### config.mk
export PLATFORM = sky130hd
export DESIGN_NAME = axi_sram_bridge
export DESIGN_NICKNAME = d
export VERILOG_FILES = /design/src/rtl/axi_bridge_pkg.sv /design/src/rtl/axi_rd_tracker.sv /design/src/rtl/axi_sram_bridge.sv
export SDC_FILE = /design/constraint.sdc
export NUM_CORES = 1
export LEC_CHECK = 0
export CAP_MARGIN = 25
export CORE_AREA = 2 2 161 163
export CTS_CLUSTER_SIZE = 25
export DETAILED_ROUTE_END_ITERATION = 6
export DIE_AREA = 0 0 163 165
export PLACE_DENSITY = 0.63
export SYNTH_ARGS = -nofsm -noshare
export SYNTH_HDL_FRONTEND = slang
export SYNTH_SLANG_ARGS = --single-unit
export TNS_END_PERCENT = 30
### constraint.sdc
create_clock -name clk -period 4.3 [get_ports clk]
set_clock_uncertainty 0.15 [all_clocks]
set_input_delay 0.645 -clock clk [delete_from_list [all_inputs] [get_ports clk]]
set_output_delay 0.645 -clock clk [all_outputs]
set_load 0.02 [all_outputs]
### src/rtl/axi_bridge_pkg.sv
// Shared constants, types and helpers for the SRAM-like to AXI bridge.
package axi_bridge_pkg;

    // AXI IDs: reads carry the requesting port, writes always use INST_ID
    localparam int INST_ID = 0;
    localparam int DATA_ID = 1;

    localparam logic [1:0] BURST_INCR = 2'b01;
    localparam logic [7:0] LEN_SINGLE = 8'd0;

    // SRAM-like size encodings (bytes = 1 << size)
    localparam logic [1:0] SIZE_BYTE = 2'd0;
    localparam logic [1:0] SIZE_HALF = 2'd1;
    localparam logic [1:0] SIZE_WORD = 2'd2;

    // Write slot progress: AW and W handshake independently before B
    typedef enum logic [2:0] {
        WR_IDLE,
        WR_BOTH,
        WR_WAIT_AW,
        WR_WAIT_W,
        WR_RESP
    } wr_state_e;

    // SRAM size to AXI AxSIZE; size 3 is not a legal 32-bit beat, send a word
    function automatic logic [2:0] axsize_of(input logic [1:0] size);
        return (size == 2'd3) ? {1'b0, SIZE_WORD} : {1'b0, size};
    endfunction

    // Byte lanes for a single beat at the given byte offset
    function automatic logic [3:0] wstrb_of(input logic [1:0] size, input logic [1:0] offset);
        logic [3:0] strb;
        case (size)
            SIZE_BYTE: strb = 4'b0001 << offset;
            SIZE_HALF: strb = 4'b0011 << offset;
            default:   strb = 4'b1111;
        endcase
        return strb;
    endfunction

endpackage

### src/rtl/axi_rd_tracker.sv
// Outstanding-read counter for one SRAM port (0..MAX_RD).
module axi_rd_tracker #(
    parameter int MAX_RD = 2
) (
    input  logic clk,
    input  logic resetn,
    input  logic inc,
    input  logic dec,
    output logic full,
    output logic empty
);

    logic [2:0] count_reg;
    logic       dec_eff;

    // A return for a port with nothing outstanding never underflows
    assign dec_eff = dec && !empty;

    // Count accepted reads up, completed reads down; both at once cancel
    always_ff @(posedge clk or negedge resetn) begin
        if (!resetn) begin
            count_reg <= '0;
        end else begin
            case ({inc, dec_eff})
                2'b10:   count_reg <= count_reg + 3'd1;
                2'b01:   count_reg <= count_reg - 3'd1;
                default: count_reg <= count_reg;
            endcase
        end
    end

    assign full  = (count_reg == 3'(MAX_RD));
    assign empty = (count_reg == 3'd0);

endmodule

### src/rtl/axi_sram_bridge.sv
// Two SRAM-like ports (inst, data) bridged onto one AXI master.
// One AR slot shared by both ports, one write slot, per-port read tracking.
module axi_sram_bridge
    import axi_bridge_pkg::*;
#(
    parameter int MAX_RD = 2,
    parameter int ID_W   = 4
) (
    input  logic            clk,
    input  logic            resetn,
    // instruction port
    input  logic            inst_req,
    input  logic            inst_wr,
    input  logic [1:0]      inst_size,
    input  logic [31:0]     inst_addr,
    input  logic [31:0]     inst_wdata,
    output logic [31:0]     inst_rdata,
    output logic            inst_addr_ok,
    output logic            inst_data_ok,
    // data port
    input  logic            data_req,
    input  logic            data_wr,
    input  logic [1:0]      data_size,
    input  logic [31:0]     data_addr,
    input  logic [31:0]     data_wdata,
    output logic [31:0]     data_rdata,
    output logic            data_addr_ok,
    output logic            data_data_ok,
    // AR
    output logic [ID_W-1:0] arid,
    output logic [31:0]     araddr,
    output logic [7:0]      arlen,
    output logic [2:0]      arsize,
    output logic [1:0]      arburst,
    output logic [1:0]      arlock,
    output logic [3:0]      arcache,
    output logic [2:0]      arprot,
    output logic            arvalid,
    input  logic            arready,
    // R
    input  logic [ID_W-1:0] rid,
    input  logic [31:0]     rdata,
    input  logic [1:0]      rresp,
    input  logic            rlast,
    input  logic            rvalid,
    output logic            rready,
    // AW
    output logic [ID_W-1:0] awid,
    output logic [31:0]     awaddr,
    output logic [7:0]      awlen,
    output logic [2:0]      awsize,
    output logic [1:0]      awburst,
    output logic [1:0]      awlock,
    output logic [3:0]      awcache,
    output logic [2:0]      awprot,
    output logic            awvalid,
    input  logic            awready,
    // W
    output logic [ID_W-1:0] wid,
    output logic [31:0]     wdata,
    output logic [3:0]      wstrb,
    output logic            wlast,
    output logic            wvalid,
    input  logic            wready,
    // B
    input  logic [ID_W-1:0] bid,
    input  logic [1:0]      bresp,
    input  logic            bvalid,
    output logic            bready
);

    // Port index 0 = inst, 1 = data; matches the read IDs
    logic [1:0]      rd_ok;
    logic [1:0]      rd_full;
    logic [1:0]      rd_empty;
    logic [1:0]      r_match;

    logic            ar_valid_reg;
    logic [31:0]     ar_addr_reg;
    logic [2:0]      ar_size_reg;
    logic [ID_W-1:0] ar_id_reg;
    logic            ar_free;
    logic            rd_load;

    wr_state_e       wr_state_reg;
    wr_state_e       wr_state_next;
    logic [31:0]     wr_addr_reg;
    logic [1:0]      wr_size_reg;
    logic [31:0]     wr_data_reg;
    logic            wr_port_reg;
    logic            wr_idle;
    logic            wr_load;
    logic            inst_wr_ok;
    logic            data_wr_ok;
    logic            inst_hazard;
    logic            data_hazard;
    logic            b_hs;
    logic            b_conflict;

    // Response fields that this bridge deliberately does not act on
    logic            unused_resp;
    assign unused_resp = ^{rresp, rlast, bid, bresp};

    // ---------------- request acceptance ----------------
    assign ar_free = !ar_valid_reg || arready;
    assign wr_idle = (wr_state_reg == WR_IDLE);

    // A read may not overtake a pending write to the same word
    assign inst_hazard = !wr_idle && (inst_addr[31:2] == wr_addr_reg[31:2]);
    assign data_hazard = !wr_idle && (data_addr[31:2] == wr_addr_reg[31:2]);

    // Data port always wins; inst is locked out whenever data requests
    assign rd_ok[1]   = data_req && !data_wr && ar_free && !rd_full[1] && !data_hazard;
    assign rd_ok[0]   = inst_req && !inst_wr && !data_req && ar_free && !rd_full[0] && !inst_hazard;
    assign data_wr_ok = data_req && data_wr && wr_idle;
    assign inst_wr_ok = inst_req && inst_wr && !data_req && wr_idle;

    assign data_addr_ok = rd_ok[1] | data_wr_ok;
    assign inst_addr_ok = rd_ok[0] | inst_wr_ok;

    assign rd_load = |rd_ok;
    assign wr_load = data_wr_ok | inst_wr_ok;

    // ---------------- read tracking per port ----------------
    genvar gi;
    generate
        for (gi = 0; gi < 2; gi++) begin : g_rd
            assign r_match[gi] = rvalid && (rid == ID_W'(gi)) && !rd_empty[gi];

            axi_rd_tracker #(
                .MAX_RD(MAX_RD)
            ) u_trk (
                .clk   (clk),
                .resetn(resetn),
                .inc   (rd_ok[gi]),
                .dec   (r_match[gi]),
                .full  (rd_full[gi]),
                .empty (rd_empty[gi])
            );
        end
    endgenerate

    // Accept any beat while something is outstanding; stray IDs are drained
    assign rready     = |(~rd_empty);
    assign inst_rdata = rdata;
    assign data_rdata = rdata;

    // ---------------- AR slot ----------------
    // Slot valid: set on accepted read, cleared once the slave takes it
    always_ff @(posedge clk or negedge resetn) begin
        if (!resetn) begin
            ar_valid_reg <= 1'b0;
        end else if (rd_load) begin
            ar_valid_reg <= 1'b1;
        end else if (arready) begin
            ar_valid_reg <= 1'b0;
        end
    end

    // AR holding registers, loaded from the winning port
    always_ff @(posedge clk) begin
        if (rd_load) begin
            ar_addr_reg <= rd_ok[1] ? data_addr : inst_addr;
            ar_size_reg <= axsize_of(rd_ok[1] ? data_size : inst_size);
            ar_id_reg   <= rd_ok[1] ? ID_W'(DATA_ID) : ID_W'(INST_ID);
        end
    end

    assign arvalid = ar_valid_reg;
    assign araddr  = ar_addr_reg;
    assign arsize  = ar_size_reg;
    assign arid    = ar_id_reg;
    assign arlen   = LEN_SINGLE;
    assign arburst = BURST_INCR;
    assign arlock  = '0;
    assign arcache = '0;
    assign arprot  = '0;

    // ---------------- write slot ----------------
    // A read return to the write's own port takes the data_ok this cycle
    assign b_conflict = r_match[wr_port_reg];
    assign bready     = (wr_state_reg == WR_RESP) && !b_conflict;
    assign b_hs       = bvalid && bready;

    // Write slot state register
    always_ff @(posedge clk or negedge resetn) begin
        if (!resetn) begin
            wr_state_reg <= WR_IDLE;
        end else begin
            wr_state_reg <= wr_state_next;
        end
    end

    // Write slot next state: AW and W retire independently, then wait for B
    always_comb begin
        wr_state_next = wr_state_reg;
        case (wr_state_reg)
            WR_IDLE: begin
                if (wr_load) wr_state_next = WR_BOTH;
            end
            WR_BOTH: begin
                case ({awready, wready})
                    2'b11:   wr_state_next = WR_RESP;
                    2'b10:   wr_state_next = WR_WAIT_W;
                    2'b01:   wr_state_next = WR_WAIT_AW;
                    default: wr_state_next = WR_BOTH;
                endcase
            end
            WR_WAIT_AW: begin
                if (awready) wr_state_next = WR_RESP;
            end
            WR_WAIT_W: begin
                if (wready) wr_state_next = WR_RESP;
            end
            WR_RESP: begin
                if (b_hs) wr_state_next = WR_IDLE;
            end
            default: wr_state_next = WR_IDLE;
        endcase
    end

    // Write holding registers: address, size, data and originating port
    always_ff @(posedge clk) begin
        if (wr_load) begin
            wr_addr_reg <= data_wr_ok ? data_addr  : inst_addr;
            wr_size_reg <= data_wr_ok ? data_size  : inst_size;
            wr_data_reg <= data_wr_ok ? data_wdata : inst_wdata;
            wr_port_reg <= data_wr_ok;
        end
    end

    assign awvalid = (wr_state_reg == WR_BOTH) || (wr_state_reg == WR_WAIT_AW);
    assign wvalid  = (wr_state_reg == WR_BOTH) || (wr_state_reg == WR_WAIT_W);
    assign awid    = ID_W'(INST_ID);
    assign awaddr  = wr_addr_reg;
    assign awlen   = LEN_SINGLE;
    assign awsize  = axsize_of(wr_size_reg);
    assign awburst = BURST_INCR;
    assign awlock  = '0;
    assign awcache = '0;
    assign awprot  = '0;
    assign wid     = ID_W'(INST_ID);
    assign wdata   = wr_data_reg;
    assign wstrb   = wstrb_of(wr_size_reg, wr_addr_reg[1:0]);
    assign wlast   = 1'b1;

    // ---------------- completion ----------------
    assign inst_data_ok = r_match[0] || (b_hs && !wr_port_reg);
    assign data_data_ok = r_match[1] || (b_hs &&  wr_port_reg);

endmodule
==> flow_summary.json <==
{
  "gp_congestion": 0.753,
  "die_area_um2": 26900,
  "vdd_ir_drop_max_v": 0.000389,
  "min_from": "g_rd[1].u_trk.count_reg[2]",
  "yosys.area_share.adder_pct": 1.54,
  "required_ns": 3.50,
  "max-slew-margin-rel_pct": 62.9,
  "hold_viol": 0,
  "grt_overflow": 0,
  "drv_slew": 0,
  "synth_seq_area_share_pct": 49.6,
  "syn_to_final_growth_pct": 39.4,
  "grt_pass1_wl_um": 28000,
  "p_per_area_nw_per_um2": 465,
  "stdcell_count": 1052,
  "syn_inst": 518,
  "slowest_delay_ns": 0.53,
  "synth_xor_area_share_pct": 8.78,
  "hold_buffers": 0,
  "wl_met1_um": 7560,
  "vias": 4445,
  "fin_util_pct": 37.2,
  "cp_slowest_cell": "clkdlybuf4s50_1",
  "numCtsBuffers": 9,
  "hold_path.class": "flip-flop to flip-flop",
  "synthMuxAreaShare_pct": 17.5,
  "ctsResizeCount": 0,
  "synth_top_family_by_area": "multiplexers",
  "place_area_um2": 9020,
  "async_reset_ff_share_pct": 8.93,
  "cts_buffer_depth": 2,
  "antenna_left": 0,
  "crit_path_end_kind": "output pin",
  "max_clock_freq_mhz": 263,
  "arrival_ns": 3.01,
  "drive_gt1_share_pct": 18.3,
  "stdcell_area_um2": 9320,
  "fin_setup_tns_ns": 0,
  "route.met3.wl_um": 1730,
  "wl_per_cell_um": 18.7,
  "start_util_pct": 26.7,
  "cts_tree": "built",
  "ys_ff_latch": 112,
  "worstMarginPinSlew_ns": 0.556,
  "syn-cell-area_um2": 6680,
  "ys_types": 39,
  "ys.warnings.count": 0,
  "fin_crit_ns": 3.81,
  "io_pins": 418,
  "whs_ns": 0.348,
  "rsz0062_at_grt": "no",
  "drc": 0,
  "routed-wl-met2_um": 10000,
  "criticalPathCategory": "input port to output pin",
  "first_iter_violations": 187,
  "top_layer": "met5",
  "antenna_found_initial": 1,
  "cts_sinks": 112,
  "n_fill_cell": 2449,
  "maxCapViolCount": 0,
  "p_leak_nw": 3.43,
  "synthFlopType": "edfxtp_1",
  "postCtsSetupBuffers": 0,
  "grt_pass1_vias": 4529,
  "track_usage_pct": 14.4,
  "fin_nets": 912,
  "critPathLaunchType": "input port",
  "dr.pass1.iters": 4,
  "ctsHtreeMaxLevel": 3,
  "rows": 58,
  "yosys.area_share.simple_pct": 5.21,
  "routed_wirelength_um": 19700,
  "grt_max_degree": 68,
  "routed_via_density": 4.23,
  "clk_pin_slew_worst_paths_ns": 0.08,
  "synth_compound_area_share_pct": 1.93,
  "fp.dieW_um": 163,
  "diodes": 0,
  "post-place-cells": 1036,
  "critPathMaxFanout": 4,
  "root_buffer": "clkbuf_16",
  "die_y_um": 165,
  "finalCritPeriodShare_pct": 88.5,
  "coreArea_um2": 25000,
  "startpoint": "inst_addr[21]",
  "clk_latency_ns": 0.36,
  "cp_cell_sequence": "clkdlybuf4s50_1 > xor2_1 > nor4_1 > buf_4 > nand4_1 > o21ai_0 > buf_4 > nand2_1 > clkdlybuf4s50_1",
  "setup_viol": 0,
  "avgSynthCellArea_um2": 12.9,
  "port_buffers": 260,
  "dp_hpwl_um": 15100,
  "outcome": "finished, final reports clean",
  "worst_r2r_startpoint": "awaddr[22]",
  "synth_edf_count": 102
}
layout by cell type, fill, tap and decap left out, drive strengths merged, types with 4 or more instances in the layout:
| master | n |
|---|---|
| a21oi | 6 |
| clkbuf | 9 |
| buf | 8 |
| nand4 | 4 |
| conb | 52 |
| xor2 | 64 |
| nor3 | 6 |
| nand2b | 4 |
| dfrtp | 10 |
| clkinv | 4 |
| nor2 | 13 |
| nor2b | 4 |
| o21bai | 4 |
| nand3 | 5 |
| clkdlybuf4s50 | 260 |
| nor4 | 14 |
| mux2 | 100 |
| o21ai | 7 |
| edfxtp | 102 |
| inv | 17 |
| nand2 | 7 |
| ha | 5 |
worst max-delay path, delay by kind of cell:
family | cells | cell delay [ns]
buf+inv | 4 | 1.35
simple gates | 3 | 0.66
compound gates | 1 | 0.19
xor+xnor | 1 | 0.16
metal layers:
metal / global-route usage, % / up-vias
met2: 25.6 / 224
met3: 5.40 / 33
met1: 15.8 / 2128
li1: - / 2058
met4: 4.87 / 2
met5: 0 / -
layout make-up:
cell class,instances,area (um^2),share of cell area [%]
sequential,112,3310,35.6
timing repair buffer,268,2690,28.9
multi-input combinational,312,2550,27.4
tap,330,413,4.43
clock buffer,9,225,2.42
clock inverter,7,72.6,0.779
inverter,14,53.8,0.578
stage by stage:
stage               power [mW]  setup slack (ns)
floorplan                 2.80              1.03
global placement          3.50             0.437
detailed placement        3.51             0.419
CTS                       4.42             0.405
global route              4.57             0.291
finish                    4.33             0.493
cell usage after synthesis (2+ instances only):
master    instances  area (um^2)
a21oi_1           6         30.0
buf_2             5         25.0
buf_4           122          916
conb_1            2         7.51
dfrtp_1          10          250
edfxtp_1        102         3060
fa_1              2         40.0
ha_1              5         62.6
inv_1            14         52.6
mux2_2           96         1080
mux2_4            4         60.1
mux2i_1           3         30.0
nand2_1           7         26.3
nand2b_1          4         25.0
nand3_1           5         25.0
nand4_1           4         25.0
nor2_1           13         48.8
nor2b_1           4         25.0
nor3_1            5         25.0
nor4_1           13         81.3
o21ai_0           6         30.0
o21bai_1          4         30.0
xnor2_1           3         26.3
xor2_1           64          561
path summary, 6_finish.rpt:
kind,endpoint,slack (ns),depth (start not counted)
worst min register to register,g_rd[1].u_trk.count_reg[2],0.35,1
min in group asynchronous,g_rd[0].u_trk.count_reg[0],0.46,1
worst max-delay path,inst_addr_ok,0.49,9
worst max register to register,g_rd[1].u_trk.count_reg[2],1.22,10
max in group asynchronous,g_rd[0].u_trk.count_reg[2],3.22,1
worst min-delay path,g_rd[1].u_trk.count_reg[2],0.35,1
logic make-up (layout without fill, tap and decap cells):
logic type               Yosys count  in the layout
AO/OA/AOI/OAI                     21             21
buffers and inverters            144            298
multiplexers                     103            103
adder cells (fa/ha/maj)            7              7
flip-flops                       112            112
other                              2             52
AND/OR/NAND/NOR                   62             62
XOR/XNOR                          67             67
report_power, final:
group,switching [mW],internal [mW]
clock,0.468,0.415
combinational,0.920,0.832
sequential,0.174,1.52
total,1.56,2.77
No activity file was read; power rests on OpenSTA's default activity.
